<file path="src/rtl/nalu_byte_extractor_pkg.sv">
// rtl/nalu_byte_extractor_pkg.sv - shared state encodings and byte constants for the NAL byte extractor
package nalu_byte_extractor_pkg;

  typedef enum logic [1:0] {
    SEARCH  = 2'd0,
    PAYLOAD = 2'd1,
    FLUSH   = 2'd2
  } state_e;

  localparam logic [7:0] START_CODE_BYTE = 8'h01;
  localparam logic [7:0] EPB_BYTE        = 8'h03;

  function automatic logic [1:0] zero_cnt_inc(input logic [1:0] cnt);
    return (cnt == 2'd2) ? 2'd2 : cnt + 2'd1;
  endfunction

endpackage

</file>
<file path="src/rtl/nalu_byte_extractor_in_buf.sv">
// rtl/nalu_byte_extractor_in_buf.sv - 2-entry input buffer tracking the 1-cycle upstream read latency
module nalu_in_buf
  import nalu_byte_extractor_pkg::*;
(
  input  logic       clk,
  input  logic       rst_n,
  input  logic       fifo_ready,
  output logic       fifo_read,
  input  logic [7:0] fifo_q,
  input  logic       pop,
  output logic       head_valid,
  output logic [7:0] head_data
);

  logic       run_q, run_d;
  logic       inflight_q, inflight_d;
  logic [1:0] cnt_q, cnt_d;
  logic       rd_ptr_q, rd_ptr_d;
  logic       wr_ptr_q, wr_ptr_d;
  logic [7:0] mem_q [2];
  logic [7:0] mem_d [2];
  logic       pop_ok;

  assign head_valid = (cnt_q != 2'd0);
  assign head_data  = mem_q[rd_ptr_q];

  always_comb begin
    pop_ok     = pop && head_valid;
    cnt_d      = cnt_q + {1'b0, inflight_q} - {1'b0, pop_ok};
    // Room is judged after this cycle's pop so a streaming consumer keeps one read in flight every cycle.
    fifo_read  = run_q && fifo_ready && (cnt_d < 2'd2);
    inflight_d = fifo_read;
    run_d      = 1'b1;
    mem_d      = mem_q;
    if (inflight_q) mem_d[wr_ptr_q] = fifo_q;
    wr_ptr_d   = wr_ptr_q ^ inflight_q;
    rd_ptr_d   = rd_ptr_q ^ pop_ok;
  end

  always_ff @(posedge clk or negedge rst_n) begin
    if (!rst_n) begin
      run_q      <= 1'b0;
      inflight_q <= 1'b0;
      cnt_q      <= 2'd0;
      rd_ptr_q   <= 1'b0;
      wr_ptr_q   <= 1'b0;
      mem_q[0]   <= 8'h00;
      mem_q[1]   <= 8'h00;
    end else begin
      run_q      <= run_d;
      inflight_q <= inflight_d;
      cnt_q      <= cnt_d;
      rd_ptr_q   <= rd_ptr_d;
      wr_ptr_q   <= wr_ptr_d;
      mem_q      <= mem_d;
    end
  end

endmodule

</file>
<file path="src/rtl/nalu_byte_extractor.sv">
// rtl/nalu_byte_extractor.sv - strips start codes (and 0x03 emulation-prevention bytes when
// NALU_EPB_REMOVE_EN is defined) from an Annex-B byte stream, emitting NAL payload bytes
module nalu_byte_extractor
  import nalu_byte_extractor_pkg::*;
(
  input  logic        clk,
  input  logic        rst_n,
  input  logic        fifo_ready,
  output logic        fifo_read,
  input  logic [7:0]  fifo_q,
  output logic [7:0]  out_data,
  output logic        out_valid,
  input  logic        out_ready,
  output logic        out_first,
  output logic [15:0] epb_count
);

  state_e     state_q, state_d;
  logic [1:0] zero_cnt_q, zero_cnt_d;
  logic [1:0] flush_cnt_q, flush_cnt_d;
  logic       first_pend_q, first_pend_d;
  logic [7:0] pend_q, pend_d;
  logic       pend_valid_q, pend_valid_d;
  logic       out_valid_q, out_valid_d;
  logic [7:0] out_data_q, out_data_d;
  logic       out_first_q, out_first_d;
  logic       head_valid, pop, out_free, emit;
  logic [7:0] head_data, emit_data;

`ifdef NALU_EPB_REMOVE_EN
  logic [15:0] epb_q, epb_d;
  assign epb_count = epb_q;
`else
  assign epb_count = 16'd0;
`endif

  assign out_valid = out_valid_q;
  assign out_data  = out_data_q;
  assign out_first = out_first_q;

  nalu_in_buf u_in_buf (
    .clk        (clk),
    .rst_n      (rst_n),
    .fifo_ready (fifo_ready),
    .fifo_read  (fifo_read),
    .fifo_q     (fifo_q),
    .pop        (pop),
    .head_valid (head_valid),
    .head_data  (head_data)
  );

  always_comb begin
    state_d      = state_q;
    zero_cnt_d   = zero_cnt_q;
    flush_cnt_d  = flush_cnt_q;
    first_pend_d = first_pend_q;
    pend_d       = pend_q;
    pend_valid_d = pend_valid_q;
    out_valid_d  = out_valid_q;
    out_data_d   = out_data_q;
    out_first_d  = out_first_q;
    emit         = 1'b0;
    emit_data    = 8'h00;
`ifdef NALU_EPB_REMOVE_EN
    epb_d        = epb_q;
`endif
    out_free = !out_valid_q || out_ready;
    pop      = (state_q != FLUSH) && head_valid && out_free;
    if (out_ready) begin
      out_valid_d = 1'b0;
      out_first_d = 1'b0;
    end

    case (state_q)
      SEARCH: if (pop) begin
        if (head_data == 8'h00) begin
          zero_cnt_d = zero_cnt_inc(zero_cnt_q);
        end else if (head_data == START_CODE_BYTE && zero_cnt_q == 2'd2) begin
          state_d      = PAYLOAD;
          first_pend_d = 1'b1;
          zero_cnt_d   = 2'd0;
        end else begin
          zero_cnt_d = 2'd0;
        end
      end
      PAYLOAD: if (pop) begin
        if (head_data == 8'h00) begin
          // A third zero means the held zeros were trailing padding, not payload.
          zero_cnt_d = zero_cnt_inc(zero_cnt_q);
          if (zero_cnt_q == 2'd2) state_d = SEARCH;
        end else if (head_data == START_CODE_BYTE && zero_cnt_q == 2'd2) begin
          first_pend_d = 1'b1;
          zero_cnt_d   = 2'd0;
        end
`ifdef NALU_EPB_REMOVE_EN
        else if (head_data == EPB_BYTE && zero_cnt_q == 2'd2) begin
          epb_d        = epb_q + 16'd1;
          flush_cnt_d  = 2'd2;
          pend_valid_d = 1'b0;
          zero_cnt_d   = 2'd0;
          state_d      = FLUSH;
        end
`endif
        else if (zero_cnt_q != 2'd0) begin
          flush_cnt_d  = zero_cnt_q;
          pend_d       = head_data;
          pend_valid_d = 1'b1;
          zero_cnt_d   = 2'd0;
          state_d      = FLUSH;
        end else begin
          emit      = 1'b1;
          emit_data = head_data;
        end
      end
      FLUSH: if (out_free) begin
        if (flush_cnt_q != 2'd0) begin
          emit        = 1'b1;
          emit_data   = 8'h00;
          flush_cnt_d = flush_cnt_q - 2'd1;
          if (flush_cnt_q == 2'd1 && !pend_valid_q) state_d = PAYLOAD;
        end else begin
          emit         = pend_valid_q;
          emit_data    = pend_q;
          pend_valid_d = 1'b0;
          state_d      = PAYLOAD;
        end
      end
      default: state_d = SEARCH;
    endcase

    if (emit) begin
      out_valid_d  = 1'b1;
      out_data_d   = emit_data;
      out_first_d  = first_pend_q;
      first_pend_d = 1'b0;
    end
  end

  always_ff @(posedge clk or negedge rst_n) begin
    if (!rst_n) begin
      state_q      <= SEARCH;
      zero_cnt_q   <= 2'd0;
      flush_cnt_q  <= 2'd0;
      first_pend_q <= 1'b0;
      pend_q       <= 8'h00;
      pend_valid_q <= 1'b0;
      out_valid_q  <= 1'b0;
      out_data_q   <= 8'h00;
      out_first_q  <= 1'b0;
`ifdef NALU_EPB_REMOVE_EN
      epb_q        <= 16'd0;
`endif
    end else begin
      state_q      <= state_d;
      zero_cnt_q   <= zero_cnt_d;
      flush_cnt_q  <= flush_cnt_d;
      first_pend_q <= first_pend_d;
      pend_q       <= pend_d;
      pend_valid_q <= pend_valid_d;
      out_valid_q  <= out_valid_d;
      out_data_q   <= out_data_d;
      out_first_q  <= out_first_d;
`ifdef NALU_EPB_REMOVE_EN
      epb_q        <= epb_d;
`endif
    end
  end

endmodule

</file>
<file path="config.mk">
export PLATFORM = sky130hd
export DESIGN_NAME = nalu_byte_extractor
export DESIGN_NICKNAME = d
export VERILOG_FILES = /design/src/rtl/nalu_byte_extractor_pkg.sv /design/src/rtl/nalu_byte_extractor_in_buf.sv /design/src/rtl/nalu_byte_extractor.sv
export SDC_FILE = /design/constraint.sdc
export NUM_CORES = 1
export LEC_CHECK = 0
export CAP_MARGIN = 20
export CELL_PAD_IN_SITES_DETAIL_PLACEMENT = 1
export CELL_PAD_IN_SITES_GLOBAL_PLACEMENT = 1
export CORE_UTILIZATION = 40
export CTS_BUF_LIST = sky130_fd_sc_hd__clkbuf_8
export DETAILED_ROUTE_END_ITERATION = 6
export PLACE_DENSITY = 0.86
export SLEW_MARGIN = 20
export SYNTH_ARGS = -nofsm -noshare
export SYNTH_HDL_FRONTEND = slang
export SYNTH_SLANG_ARGS = --single-unit
</file>
<file path="constraint.sdc">
create_clock -name clk -period 2.1 [get_ports clk]
set_input_delay 0.21 -clock clk [delete_from_list [all_inputs] [get_ports clk]]
set_output_delay 0.21 -clock clk [all_outputs]
set_load 0.01 [all_outputs]
</file>
==> flow_summary.json, run 1 <==
{
  "status": "finished, violations left",
  "failed_checks": "setup timing",
  "die_h_um": 83.24,
  "async_flop_share_pct": 100.0,
  "crit_top_cell": "ha_4",
  "yosys_warnings": 0,
  "ys_seq_elements": 48,
  "end_kind": "output pin",
  "crit_fanout": 2,
  "setup_viol": 4,
  "avgViaCountPerCell": 5.340,
  "ff2ff_path_depth": 8,
  "crit_type": "reg2out",
  "place_hpwl_um": 4316,
  "hold_viol": 0,
  "cts_tree": "done",
  "overflow": 0,
  "diodes": 0,
  "wire_per_inst_um": 17.78,
  "std_cell_rows": 29,
  "ctsLongestPathBuffers": 2,
  "utilization_pct": 54.90,
  "path_cells": "inv_2 -> ha_4 -> o21bai_4 -> nor2_4 -> ha_4 -> inv_4 -> ha_4 -> xnor2_4 -> xnor2_2 -> nor2_2 -> buf_2",
  "leakagePower_uw": 0.001554,
  "synth.avg_cell_area_sq_um": 10.39,
  "area_growth_pct": 32.04,
  "critPathRequiredTime_ns": 1.89,
  "fillerInstances": 702,
  "io-pin-count": 39,
  "die_area_sq_um": 6929,
  "slew_viol_final": 0,
  "finClkSkew_ns": 0.007707,
  "num_vias": 2072,
  "ant_nets": 0,
  "tns_ns": -0.3332,
  "drcViolationCount": 0,
  "drive_above_1_share_pct": 34.08,
  "cts_max_level": 2,
  "worstMarginPinSlew_ns": 0.4976,
  "max-slew-margin-rel_pct": 65.97,
  "rsz0062_at_grt": "yes",
  "gp_congestion": 0.7837,
  "grt_pass1_vias": 2093,
  "ir_drop_uv": 705.0,
  "start_util_pct": 41.58,
  "routed_wl_um": 6900,
  "cts_num_sinks": 48,
  "core_area_sq_um": 6350,
  "grt_pass1_wl_um": 10180,
  "fmax_ghz": 0.4237,
  "syn_area_sq_um": 2640,
  "postSynthCellCount": 254,
  "drtIter0Drc": 73,
  "ys_seq_area_share_pct": 45.50,
  "slowest_delay_ns": 0.40,
  "multi_input_area_sq_um": 1475,
  "setup_ws_ns": -0.2601,
  "cp_slowest_cell": "dfrtp_1",
  "clkTransAtPathRegs_ns": 0.09,
  "portBuffers": 22,
  "cap_violations": 0,
  "cp_data_arrival_time_ns": 2.15,
  "fin_total_pwr_uw": 6040,
  "grt_util_all_layers_pct": 18.64,
  "ys_types": 50,
  "final-seq-area_sq_um": 1202,
  "drt-pass1-iter-count": 4,
  "grt_max_degree": 22,
  "antenna_found_initial": 0,
  "nets": 335,
  "die_w_um": 83.24,
  "numCtsBuffers": 5,
  "pwr_density_cell_nw_per_um2": 1733,
  "clkLatencyLatePin_ns": 0.32,
  "synth_enable_flop_cells": 0,
  "root_buffer": "clkbuf_8",
  "holdCritPathClass": "in2async",
  "worstSetupStartpointType": "register",
  "fin_crit_sh_pct": 112.4,
  "synth_flop_cell": "dfrtp_1",
  "fin_crit_ns": 2.360
}
==> worst max-delay path, delay by kind of cell, from the launching register on <==
kind / cells / cell delay [ns]
and+or+nand+nor: 2 / 0.12
AOI/OAI and AO/OA: 1 / 0.13
buffers and inverters: 3 / 0.25
adders and majority gates: 3 / 0.58
DFF: 1 / 0.40
xor gates and xnor gates: 2 / 0.34
==> cell type report <==
type | instances | area share [%]
Sequential cell | 48 | 34.49
Clock buffer | 6 | 2.369
Clock inverter | 2 | 1.113
Multi-Input combinational cell | 177 | 42.32
Inverter | 15 | 1.687
Timing Repair Buffer | 63 | 15.25
Tap cell | 77 | 2.764
==> registers in the layout (all words and copies together) (netlist names), 2 cells and up <==
register	count
pend_q	8
out_data	8
u_in_buf.cnt_q	2
zero_cnt_q	2
flush_cnt_q	2
u_in_buf.mem_q	16
state_q	2
==> Yosys cell counts (4+ instances only) <==
cell       n  area share [%]
a21oi_1   29             5.5
ha_1      13             6.2
nor4_1     8             1.9
o21ai_0    4            0.76
buf_2      4            0.76
o21ai_1    6             1.1
inv_1     14             2.0
mux2i_1    9             3.4
clkbuf_1   6            0.85
mux2_2    16             6.8
nand2_1    9             1.3
nor2_1    25             3.6
dfrtp_1   48              45
buf_4     17             4.8
==> cell usage in the layout (no fill, tap or decap), types with 2 or more instances in the layout <==
cell / count
mux2i_1: 9
buf_4: 36
conb_1: 17
ha_1: 8
o21ai_1: 5
nor4_1: 3
nor2_2: 3
nand2_1: 9
dfrtp_1: 47
nand3_1: 2
buf_6: 3
and3_1: 2
o21ai_2: 4
buf_2: 2
a21oi_1: 27
clkbuf_8: 6
nor4_2: 5
nor3_4: 2
inv_1: 12
a21oi_2: 2
nor2_1: 22
clkdlybuf4s50_1: 20
ha_4: 5
nand2b_1: 2
mux2_2: 16
nor4_4: 2
o211ai_4: 2
==> logic make-up (layout without fill, tap and decap cells) <==
logic type	after synthesis	in the layout	share of synthesized area, %
AO/OA/AOI/OAI	56	56	13.51
XOR/XNOR	3	3	0.9954
adder cells (fa/ha/maj)	13	13	6.161
buffers and inverters	44	86	9.763
flip-flops	48	48	45.50
multiplexers	26	26	10.81
other	2	17	0.2845
AND/OR/NAND/NOR	62	62	12.99
==> report_power, final <==
group          total [uW]  switching [uW]  internal (uW)  leakage [uW]
registers            1760             404           1350      0.000587
logic                3570            1760           1800      0.000905
clock network         717             327            390     0.0000614
==> path summary, 6_finish.rpt <==
path	endpoint	slack [ns]	start
min	state_q[1]$_DFFE_PN0P_	0.39	rst_n
max in group asynchronous	u_in_buf.rd_ptr_q$_DFF_PN0_	1.07	rst_n
min reg2reg	u_in_buf.inflight_q$_DFF_PN0_	0.51	u_in_buf.run_q$_DFF_PN0_
max	fifo_read	-0.26	state_q[0]$_DFFE_PN0P_
min in group clk	u_in_buf.inflight_q$_DFF_PN0_	0.43	fifo_ready
max reg2reg	flush_cnt_q[0]$_DFFE_PN0P_	-0.04	u_in_buf.rd_ptr_q$_DFF_PN0_
==> routing by layer <==
metal / up-vias / wire length (um) / GRT usage [%]
li1: 962 / - / -
met1: 1053 / 2954 / 24.23
met5: - / 0 / 0
met4: 0 / 95 / 5.486
met2: 48 / 3652 / 30.77
met3: 9 / 197 / 4.573
==> what timing repair did <==
action                                 CTS  global route
endpoints found under the hold margin   19             0
hold buffers                             1             0
cloned                                   0             1
resized for setup                       15            35
buffers inserted                         4             7
setup endpoints to repair                7            21
pin swaps                                7            14
==> metrics by stage <==
| step | hold slack, ns | setup slack [ns] | area (sq um) | cells |
|---|---|---|---|---|
| 6_report | 0.3898 | -0.2601 | 3486 | 388 |
| 3_3_place_gp | 0.2040 | -0.5517 | 3038 | 367 |
| 3_5_place_dp | 0.2086 | -0.6044 | 3038 | 367 |
| 4_1_cts | 0.4048 | -0.2510 | 3251 | 380 |
| 5_1_grt | 0.4363 | -0.3529 | 3486 | 388 |
| 2_1_floorplan | -0.08559 | 0.01401 | 2719 | 269 |
Power figures use the tool's default switching activity.
==> inputs of run 2 (changes only) <==
--- a/config.mk
+++ b/config.mk
@@ -12,6 +12,7 @@
 export CTS_BUF_LIST = sky130_fd_sc_hd__clkbuf_8
 export DETAILED_ROUTE_END_ITERATION = 6
 export PLACE_DENSITY = 0.86
+export SKIP_LAST_GASP = 1
 export SLEW_MARGIN = 20
 export SYNTH_ARGS = -nofsm -noshare
 export SYNTH_HDL_FRONTEND = slang
==> flow_summary.json, run 2 (synthesis results as in run 1) <==
{
  "status": "finished, violations left",
  "failed_checks": "setup timing",
  "fmax_ghz": 0.4193,
  "root_buffer": "clkbuf_8",
  "clkTransAtPathRegs_ns": 0.09,
  "fin_crit_sh_pct": 113.6,
  "crit_fanout": 2,
  "grt_util_all_layers_pct": 18.64,
  "grt_pass1_wl_um": 10180,
  "rr_endpoint": "state_q[1]$_DFFE_PN0P_",
  "cts_num_sinks": 48,
  "fin_crit_ns": 2.385,
  "diodes": 0,
  "std_cell_rows": 29,
  "place_hpwl_um": 4316,
  "cts_max_level": 2,
  "cap_violations": 0,
  "clkLatencyLatePin_ns": 0.32,
  "die_h_um": 83.24,
  "cp_data_arrival_time_ns": 2.17,
  "path_depth": 11,
  "setup_viol": 6,
  "numCtsBuffers": 5,
  "grt_pass1_vias": 2093,
  "holdCritPathClass": "in2async",
  "gp_congestion": 0.7837,
  "cts_tree": "done",
  "avgViaCountPerCell": 5.376,
  "core_area_sq_um": 6350,
  "largest_reg_flops": 16,
  "end_kind": "output pin",
  "worstSetupStartpointType": "register",
  "max-slew-margin-rel_pct": 68.30,
  "area_growth_pct": 31.56,
  "ir_drop_uv": 823.9,
  "finClkSkew_ns": 0.009172,
  "hold_viol": 0,
  "crit_type": "reg2out",
  "slowest_delay_ns": 0.41,
  "portBuffers": 22,
  "io-pin-count": 39,
  "slew_viol_final": 0,
  "drt-pass1-iter-count": 4,
  "reg2reg_slack_ns": -0.07,
  "ctsLongestPathBuffers": 2,
  "fillerInstances": 707,
  "cp_slowest_cell": "dfrtp_1",
  "mostFrequentLayoutCells": "47 x dfrtp_1, 36 x buf_4, 28 x a21oi_1",
  "rsz0062_at_grt": "yes",
  "stdcell_count": 388,
  "crit_top_cell": "ha_4",
  "drtIter0Drc": 84,
  "top_register": "u_in_buf.mem_q",
  "drive_above_1_share_pct": 33.76,
  "pwr_density_cell_nw_per_um2": 1737,
  "final_common_cell": "dfrtp_1",
  "die_w_um": 83.24,
  "drcViolationCount": 0,
  "num_vias": 2086,
  "path_cells": "inv_2 -> ha_4 -> o21bai_4 -> nor2_4 -> ha_4 -> inv_4 -> ha_4 -> xnor2_4 -> xnor2_2 -> nor2_2 -> buf_2",
  "worst-path-buf-inv": 3,
  "routed_wl_um": 6946,
  "start_util_pct": 41.58,
  "setup_ws_ns": -0.2848,
  "wire_per_inst_um": 17.90,
  "overflow": 0,
  "utilization_pct": 54.70,
  "ant_nets": 0,
  "placed_cells": 367,
  "reg2reg_from": "u_in_buf.mem_q[3]$_DFFE_PN0P_",
  "grt_max_degree": 22,
  "nets": 335,
  "worstMarginPinSlew_ns": 0.4635,
  "antenna_found_initial": 0,
  "leakagePower_uw": 0.001558,
  "ff2ff_path_depth": 8,
  "crit_family": "adder cells",
  "die_area_sq_um": 6929,
  "critPathRequiredTime_ns": 1.89
}
==> run 2: cell counts in the layout (fill, tap and decap cells not counted) <==
No cell type changed its count.
==> run 2: worst max path at each step <==
stage | to | slack (ns) | start
after floorplan | fifo_read | 0.01 | state_q[0]$_DFFE_PN0P_
after global placement | fifo_read | -0.55 | out_ready
after detailed placement | fifo_read | -0.60 | out_ready
after CTS | fifo_read | -0.25 | state_q[0]$_DFFE_PN0P_
after global routing | fifo_read | -0.37 | state_q[0]$_DFFE_PN0P_
final | fifo_read | -0.28 | state_q[0]$_DFFE_PN0P_
==> run 2: final cells by class <==
type,instances,area (sq um),share of cell area [%]
well taps,77,96.34,2.774
clock buffers,6,82.58,2.378
flip-flops and latches,48,1202,34.62
multi-input cells,177,1463,42.11
clock inverters,2,38.79,1.117
repair buffers,63,531.8,15.31
inverters,15,58.81,1.693
==> run 2: stage by stage <==
stage,hold WS [ns],instance area [sq um],power [uW],worst slack [ns],TNS [ns]
finish,0.3854,3473,6034,-0.2848,-0.4692
global route,0.4286,3473,6414,-0.3651,-1.270
CTS,0.4048,3251,5338,-0.2510,-0.2510
detailed placement,0.2086,3038,4357,-0.6044,-0.6631
global placement,0.2040,3038,4173,-0.5517,-0.5517
floorplan,-0.08559,2719,3422,0.01401,0
==> run 2: routing by layer <==
metal,GRT usage (%),up-vias,wire (um)
met1,24.23,1053,2947
met2,30.77,61,3638
met5,0,-,0
met3,4.573,14,231
li1,-,958,-
met4,5.486,0,128
==> run 2: repair_timing <==
action / 4_1_cts / 5_1_grt
buffers inserted: 4 / 7
endpoints found under the setup margin: 7 / 21
cloned: 0 / 1
endpoints found under the hold margin: 19 / 0
gates resized for setup: 15 / 32
hold buffers: 1 / 0
pin swaps: 7 / 14
==> run 2: where the power goes <==
part | leakage, uW | internal [uW] | total, uW | switching (uW)
clock | 0.0000614 | 390 | 723 | 333
combinational | 0.000910 | 1800 | 3560 | 1760
sequential | 0.000587 | 1350 | 1750 | 399
==> inputs of run 3 (changes only) <==
--- a/config.mk
+++ b/config.mk
@@ -11,6 +11,7 @@
 export CORE_UTILIZATION = 40
 export CTS_BUF_LIST = sky130_fd_sc_hd__clkbuf_8
 export DETAILED_ROUTE_END_ITERATION = 6
+export HOLD_SLACK_MARGIN = 0.12
 export PLACE_DENSITY = 0.86
 export SKIP_LAST_GASP = 1
 export SLEW_MARGIN = 20
==> results of run 3 <==
Final layout, timing and power as in run 2 (identical DEF).
